### config.mk
export PLATFORM = sky130hd
export DESIGN_NAME = io_gpio_irq
export DESIGN_NICKNAME = d
export VERILOG_FILES = /design/src/rtl/io_gpio_irq.sv
export SDC_FILE = /design/constraint.sdc
export NUM_CORES = 1
export LEC_CHECK = 0
export ABC_AREA = 1
export ABC_CLOCK_PERIOD_IN_PS = 2060
export BUFFER_PORTS_ARGS = -buffer_cell sky130_fd_sc_hd__clkbuf_2
export CAP_MARGIN = 10
export CORE_UTILIZATION = 48
export CTS_CLUSTER_DIAMETER = 120
export DETAILED_ROUTE_END_ITERATION = 8
export GPL_ROUTABILITY_DRIVEN = 0
export PLACE_DENSITY_LB_ADDON = 0.05
export SLEW_MARGIN = 20
export SYNTH_ARGS = -nofsm -noshare
export SYNTH_HDL_FRONTEND = slang
export SYNTH_SLANG_ARGS = --single-unit
### constraint.sdc
create_clock -name clk -period 2.06 [get_ports clk]
set_input_delay 0.206 -clock clk [delete_from_list [all_inputs] [get_ports clk]]
set_output_delay 0.206 -clock clk [all_outputs]
set_load 0.02 [all_outputs]
### src/rtl/io_gpio_irq.sv
// GPIO controller with per-pin sync/glitch filter, edge-triggered sticky status and a level IRQ.
// Sits in the IO read-data daisy chain; unaddressed reads pass dma_io_rdata_in through.

module io_gpio_irq_pin #(
  parameter int DEB_CYCLES = 0
) (
  input  logic clk,
  input  logic rst_n,
  input  logic pin,
  input  logic rise_en,
  input  logic fall_en,
  output logic f,
  output logic ev
);
  logic s1, s, f_d;

  always_ff @(posedge clk or negedge rst_n) begin
    if (!rst_n) begin
      s1  <= 1'b0;
      s   <= 1'b0;
      f_d <= 1'b0;
    end else begin
      s1  <= pin;
      s   <= s1;
      f_d <= f;
    end
  end

  generate
    if (DEB_CYCLES == 0) begin : g_nofilt
      assign f = s;
    end else begin : g_filt
      localparam logic [7:0] LAST = 8'(DEB_CYCLES - 1);
      logic [7:0] cnt;
      logic       f_r;
      // f follows s only after s has disagreed for DEB_CYCLES consecutive cycles
      always_ff @(posedge clk or negedge rst_n) begin
        if (!rst_n) begin
          cnt <= '0;
          f_r <= 1'b0;
        end else if (s == f_r) begin
          cnt <= '0;
        end else if (cnt == LAST) begin
          cnt <= '0;
          f_r <= s;
        end else begin
          cnt <= cnt + 8'd1;
        end
      end
      assign f = f_r;
    end
  endgenerate

  assign ev = (f & ~f_d & rise_en) | (~f & f_d & fall_en);
endmodule

module io_gpio_irq #(
  parameter int          NGPIO      = 8,
  parameter logic [13:0] BASE_ADR   = 14'h3F88,
  parameter int          DEB_CYCLES = 0
) (
  input  logic             clk,
  input  logic             rst_n,
  input  logic             dma_io_we,
  input  logic [15:2]      dma_io_wadr,
  input  logic [31:0]      dma_io_wdata,
  input  logic [15:2]      dma_io_radr,
  input  logic             dma_io_radr_en,
  input  logic [31:0]      dma_io_rdata_in,
  output logic [31:0]      dma_io_rdata,
  input  logic [NGPIO-1:0] gpio_i,
  output logic [NGPIO-1:0] gpio_o,
  output logic [NGPIO-1:0] gpio_en,
  output logic             gpio_irq
);
  logic [13:0]      woff, roff;
  logic             whit, rhit;
  logic [7:0]       wsel;
  logic [NGPIO-1:0] wd, out_r, en_r, rise_r, fall_r, status_r, status_nxt, clr;
  logic [NGPIO-1:0] f_vec, ev_vec, rsel;
  logic             irq_r, rd_vld;
  logic [2:0]       rd_off;
  logic             unused_ok;

  assign woff = dma_io_wadr - BASE_ADR;
  assign roff = dma_io_radr - BASE_ADR;
  assign whit = dma_io_we && (woff < 14'd8);
  assign rhit = dma_io_radr_en && (roff < 14'd8);
  assign wsel = whit ? (8'b1 << woff[2:0]) : 8'b0;
  assign wd   = dma_io_wdata[NGPIO-1:0];
  assign unused_ok = ^dma_io_wdata;

  io_gpio_irq_pin #(.DEB_CYCLES(DEB_CYCLES)) u_pin [NGPIO-1:0] (
    .clk     (clk),
    .rst_n   (rst_n),
    .pin     (gpio_i),
    .rise_en (rise_r),
    .fall_en (fall_r),
    .f       (f_vec),
    .ev      (ev_vec)
  );

  // set has priority over a same-cycle W1C
  assign clr        = wsel[7] ? wd : '0;
  assign status_nxt = (status_r & ~clr) | ev_vec;

  always_ff @(posedge clk or negedge rst_n) begin
    if (!rst_n) begin
      out_r    <= '0;
      en_r     <= '0;
      rise_r   <= '0;
      fall_r   <= '0;
      status_r <= '0;
      irq_r    <= 1'b0;
      rd_vld   <= 1'b0;
      rd_off   <= '0;
    end else begin
      if (wsel[0])      out_r <= wd;
      else if (wsel[3]) out_r <= out_r | wd;
      else if (wsel[4]) out_r <= out_r & ~wd;
      if (wsel[2]) en_r   <= wd;
      if (wsel[5]) rise_r <= wd;
      if (wsel[6]) fall_r <= wd;
      status_r <= status_nxt;
      irq_r    <= |status_nxt;
      rd_vld   <= rhit;
      rd_off   <= roff[2:0];
    end
  end

  always_comb begin
    rsel = '0;
    case (rd_off)
      3'd0: rsel = out_r;
      3'd1: rsel = f_vec;
      3'd2: rsel = en_r;
      3'd5: rsel = rise_r;
      3'd6: rsel = fall_r;
      3'd7: rsel = status_r;
      default: rsel = '0;
    endcase
  end

  assign dma_io_rdata = rd_vld ? 32'(rsel) : dma_io_rdata_in;
  assign gpio_o   = out_r;
  assign gpio_en  = en_r;
  assign gpio_irq = irq_r;
endmodule

==> Word-level counts from Yosys, hierarchy flattened <==
Index checks and enable logic that the tools add are counted.
{ "totals": {"regBits": 69, "inputBits": 104, "output_inout_bits": 49, "wordCells": 116} }
{ "classes": {"add_sub_neg": 2, "n_lt_le_gt_ge": 2, "eq_ne": 5, "shifts": 1, "muxes": 7, "bitwise": 62, "n_reduce_logical": 5} }
{ "ops": {"columns": ["op", "n"], "rows": [
  ["8-bit case mux with 6 select lines", 1],
  ["8-bit two-way mux", 5],
  ["1-bit AND", 32],
  ["32-bit two-way mux", 1],
  ["14-bit by 4-bit < comparator with 1-bit output (second input constant)", 2],
  ["14-bit subtractor (second input constant)", 2],
  ["8-bit AND", 2],
  ["1-bit NOT", 16],
  ["8-bit NOT", 2],
  ["8-bit bitwise OR", 2],
  ["3-bit == test (second input constant)", 3],
  ["1-bit bitwise OR", 8],
  ["8-bit OR reduction", 1],
  ["1-bit by 3-bit << shifter with 8-bit output (first input constant)", 1],
  ["3-bit by 1-bit == test with 1-bit output (second input constant)", 1],
  ["3-bit by 2-bit == test with 1-bit output (second input constant)", 1],
  ["3-bit zero test", 1],
  ["3-bit nonzero test", 1],
  ["1-bit logical AND", 2]
]} }

==> Depth between registers and ports, before layout <==
{ "depth": {"word_depth": 9, "depth_mapped": 16, "mapped_depth_nobuf": 14} }

==> By module <==
A second synthesis with hierarchy kept.
{ "unflattened": {"cells_unflattened": 442, "hier_area_um2": 3583.4} }
{ "by_module_without_submodules": {"columns": ["module", "n_inst", "cells_each", "area_each_um2", "seq_area_each_um2"], "rows": [
  ["io_gpio_irq", 1, 378, 2812.7, 1126.1],
  ["io_gpio_irq_pin", 8, 8, 96.3, 75.1]
]} }

==> Worst setup path before layout <==
Ideal clock, no wire load.
{ "synth_path": {"path_type": "input -> register", "start": "input dma_io_wadr[5] in the netlist's numbering", "end": "register with a tool-made name", "setup_ps": 118, "t_arrival_ps": 1694, "t_required_ps": 1942, "path_slack_ps": 248, "cell_stages": 16, "path_buffers": 2, "path_cell_list": "inv_1 > ha_1 > nand2_1 > inv_2 > nand2_1 > nor2_4 > nand3_2 > nor2_8 > and2_4 > buf_12 > nand3b_4 > nand2_4 > buf_12 > nand2_2 > nand3_1 > nand2_1"} }
{ "synth_rtl": {"columns": ["item", "line", "source"], "rows": [
  ["start, declared", "65", "input logic [15:2] dma_io_wadr,"]
]} }

==> Worst setup path after layout <==
{ "layout_path": {"start": "register rd_off[1]", "end": "output dma_io_rdata[3]"} }
{ "layout_via": {"elab_chain_len": 3, "word_cells_on_any_way": 8, "classes_between": "eq/ne: 5; mux: 2; reduce/logical: 1"} }
{ "layout_lines": {"columns": ["item", "line", "source"], "rows": [
  ["start, declared", "82", "logic [2:0] rd_off;"],
  ["start signal, assigned", "127", "rd_off <= roff[2:0];"],
  ["3-bit == test, or another cell as far along", "133", "case (rd_off)"],
  ["8-bit case mux with 6 select lines (*)", "133", null],
  ["32-bit two-way mux (*)", "144", "assign dma_io_rdata = rd_vld ? 32'(rsel) : dma_io_rdata_in;"],
  ["end, declared", "70", "output logic [31:0] dma_io_rdata,"]
]} }
Mark *: on every way between the ends. The rest lies on a longest branch, timed or not.

==> flow_metrics.py <==
metrics = {
    "status": {
        "outcome": "finished clean",
    },
    "global_routing": {
        "antenna_found_initial": 0,
        "grt-ovfl-total": 0,
        "grt.total_usage_pct": 25.66,
        "grt_start_max_net_pins": 70,
        "grt_pass1_vias": 3069,
        "grt_pass1_wl_microns": 14620,
    },
    "logic_synthesis": {
        "ys_top_cells_by_count": "nand2_1 (95), inv_1 (82), dfrtp_1 (69)",
        "async_reset_ff_share_pct": 100.0,
        "yosysTopAreaCell": "dfrtp_1",
        "synth.most_common_cell": "nand2_1",
        "syn_avg_cell_area_sq_um": 8.200,
        "synthCells": 430,
        "synth_warnings": 0,
        "ys.flop_type": "dfrtp_1",
        "synth.top_cell.area_share_pct": 48.97,
        "ys_seq_elements": 69,
        "synth.area.top_cells": "dfrtp_1 (49%), nand2_1 (10%), inv_1 (8.7%), o21ai_1 (4.5%), nor2_1 (3.7%)",
        "yosysSeqAreaShare_pct": 48.97,
        "syn_nets": 536,
        "syn-cell-area_sq_mm": 0.003526,
        "synth_edf_count": 0,
        "synthDistinctLibCells": 35,
    },
    "worst_setup_path": {
        "r2r_slack_ps": 890,
        "reg2reg_depth": 6,
        "worstSetupStartpoint": "rd_off[1]$_DFF_PN0_",
        "crit_family": "compound AO/OA/AOI/OAI gates",
        "worstPathArrival_ps": 1830,
        "required_ps": 1850,
        "end_kind": "output port",
        "cp_max_fo": 7,
        "critPathSlowestCell": "dfrtp_2",
        "timing.rr.start": "u_pin[6].f$_DFF_PN0_",
        "critPathKind": "reg2out",
        "crit_path_start_kind": "flop",
        "critical-path-max-stage-delay_ps": 480,
        "critPathBufInv": 3,
        "crit_cells": 7,
        "crit_end": "dma_io_rdata[3]",
        "crit_chain": "inv_2 > nor3_2 > buf_4 > o2bb2ai_1 > o31ai_1 > o21ai_1 > clkbuf_2",
        "reg2reg_to": "gpio_irq$_DFF_PN0_",
    },
    "cts": {
        "cts_htree_levels": 3,
        "clk_pin_slew_ps": 80,
        "cts_buffers": 9,
        "clkLatencyLatePin_ps": 350,
        "cts_sinks": 69,
        "root_buffer": "clkbuf_8",
        "cts_tree": "done",
        "clockBufferDepth": 2,
    },
    "layout": {
        "final_util_pct": 68.32,
        "layout-drive-gt1-share_pct": 33.45,
        "design_area_sq_mm": 0.004745,
        "nets": 693,
        "diodes": 0,
        "instances_no_fill": 688,
        "areaGrowthSynthToFinish_pct": 34.56,
    },
    "timing": {
        "setup_viol": 0,
        "min_period_ps": 2039,
        "relSlewSlack_pct": 70.01,
        "fin_crit_sh_pct": 98.97,
        "rsz0062_at_grt": "yes",
        "whs_ps": 101.0,
        "setup_ws_ps": 21.18,
        "clock_skew_ps": 5.010,
        "worst_pin_slew_ps": 449.9,
        "hold_violations": 0,
        "max_freq_ghz": 0.4905,
        "fin_tns_setup_ps": 0,
        "maxSlewViolCount": 0,
    },
    "floorplan": {
        "die_h_microns": 87.71,
        "initial_core_util_pct": 50.77,
        "die_w_microns": 87.71,
        "io_pins": 153,
        "core_area_sq_mm": 0.006944,
        "rows": 30,
        "dieArea_sq_mm": 0.007692,
    },
    "routing": {
        "top_layer": "met4",
        "routed_wl_microns": 9350,
        "drc": 0,
        "detail-route-antenna-nets": 0,
        "wl_met2_microns": 4491,
        "drt-met1-wl_microns": 4082,
        "via_per_inst": 4.895,
        "drt_iter0_markers": 145,
        "wl_met3_microns": 666,
        "wire_per_inst_microns": 13.59,
        "drt_first_pass_iters": 5,
        "dr_total_vias": 3368,
    },
    "placement": {
        "hpwl_microns": 6627,
        "place_ws_ps": 10.41,
        "placed_cell_area_sq_mm": 0.004338,
        "dp_cells": 659,
        "port_buffers": 128,
    },
    "job": {
        "max-cap-violations": 0,
    },
    "pwr": {
        "irDropWorstVdd_mv": 0.5090,
        "totalPowerFinal_mw": 3.022,
        "leakage_nw": 2.584,
        "power_density_mw_per_mm2": 636.9,
    },
    "hold_path": {
        "hold_path_class": "in2reg",
    },
}
[final cells by class]
class | count | area [sq um]
Inverter | 86 | 322.8
Sequential cell | 69 | 1730
Fill cell | 588 | 2200
Clock inverter | 7 | 105.1
Clock buffer | 9 | 123.9
Tap cell | 96 | 120.1
Multi-Input combinational cell | 265 | 1444
Timing Repair Buffer | 156 | 898.4
[worst min-delay path, delay by kind of cell]
kind	cells	cell delay (ps)
and+or+nand+nor	2	120
buffers and inverters	1	80
[worst min path at each step]
stage | to | slack (ps) | cells past startpoint | start
final | rd_vld$_DFF_PN0_ | 100 | 3 | dma_io_radr_en
after global routing | rd_vld$_DFF_PN0_ | 100 | 3 | dma_io_radr[13]
after detailed placement | rd_off[2]$_DFF_PN0_ | 260 | 2 | rst_n
after global placement | rd_off[2]$_DFF_PN0_ | 260 | 2 | rst_n
after CTS | rd_vld$_DFF_PN0_ | 90 | 3 | dma_io_radr_en
after floorplan | asynchronous set/reset pin | -90 | 0 | rst_n
[repair_timing]
item / in CTS / in global routing
setup endpoints to repair: 3 / 8
gates resized for setup: 3 / 17
endpoints found under the hold margin: 80 / 0
hold buffers: 12 / 0
pin swaps: 0 / 4
buffers inserted: 0 / 1
[kinds of logic (layout without fill, tap and decap cells)]
logic type	after synthesis	count (layout)	share of synthesized area [%]
XOR/XNOR	1	1	0.2484
flip-flops	69	69	48.97
buffers and inverters	96	258	11.25
AND/OR/NAND/NOR	191	191	26.86
AO/OA/AOI/OAI	71	71	11.96
adder cells (fa/ha/maj)	2	2	0.7096
[layer usage]
| layer | vias to the layer above | GRT usage [%] |
|---|---|---|
| met5 | - | 0 |
| met1 | 1538 | 31.67 |
| li1 | 1693 | - |
| met4 | 0 | 7.154 |
| met3 | 12 | 6.880 |
| met2 | 125 | 44.26 |
[where the power goes]
part           total [mW]  switching (mW)  internal, mW
logic               0.353           0.209         0.144
registers            1.41          0.0268          1.39
clock network        1.26           0.556         0.700
total                3.02           0.791          2.23
[cells in the final DEF, fill, tap and decap left out, types with 2 or more instances in the layout]
master / n
a21oi_1: 9
buf_4: 17
clkbuf_8: 9
nor2_4: 3
buf_2: 3
inv_2: 6
nand2_1: 93
nand2_4: 2
ha_1: 2
dlygate4sd3_1: 12
bufinv_16: 2
nand3_2: 3
dfrtp_1: 66
o22ai_1: 14
nand3_1: 20
nor3_2: 2
o2bb2ai_1: 5
nor3_1: 2
nor2_1: 35
o31ai_1: 4
nand2_2: 8
inv_1: 80
dfrtp_2: 3
o31ai_2: 2
inv_6: 2
nand4_1: 13
o21ai_1: 32
clkbuf_2: 123
nand3_4: 3
No activity file was read; power rests on OpenSTA's default activity.
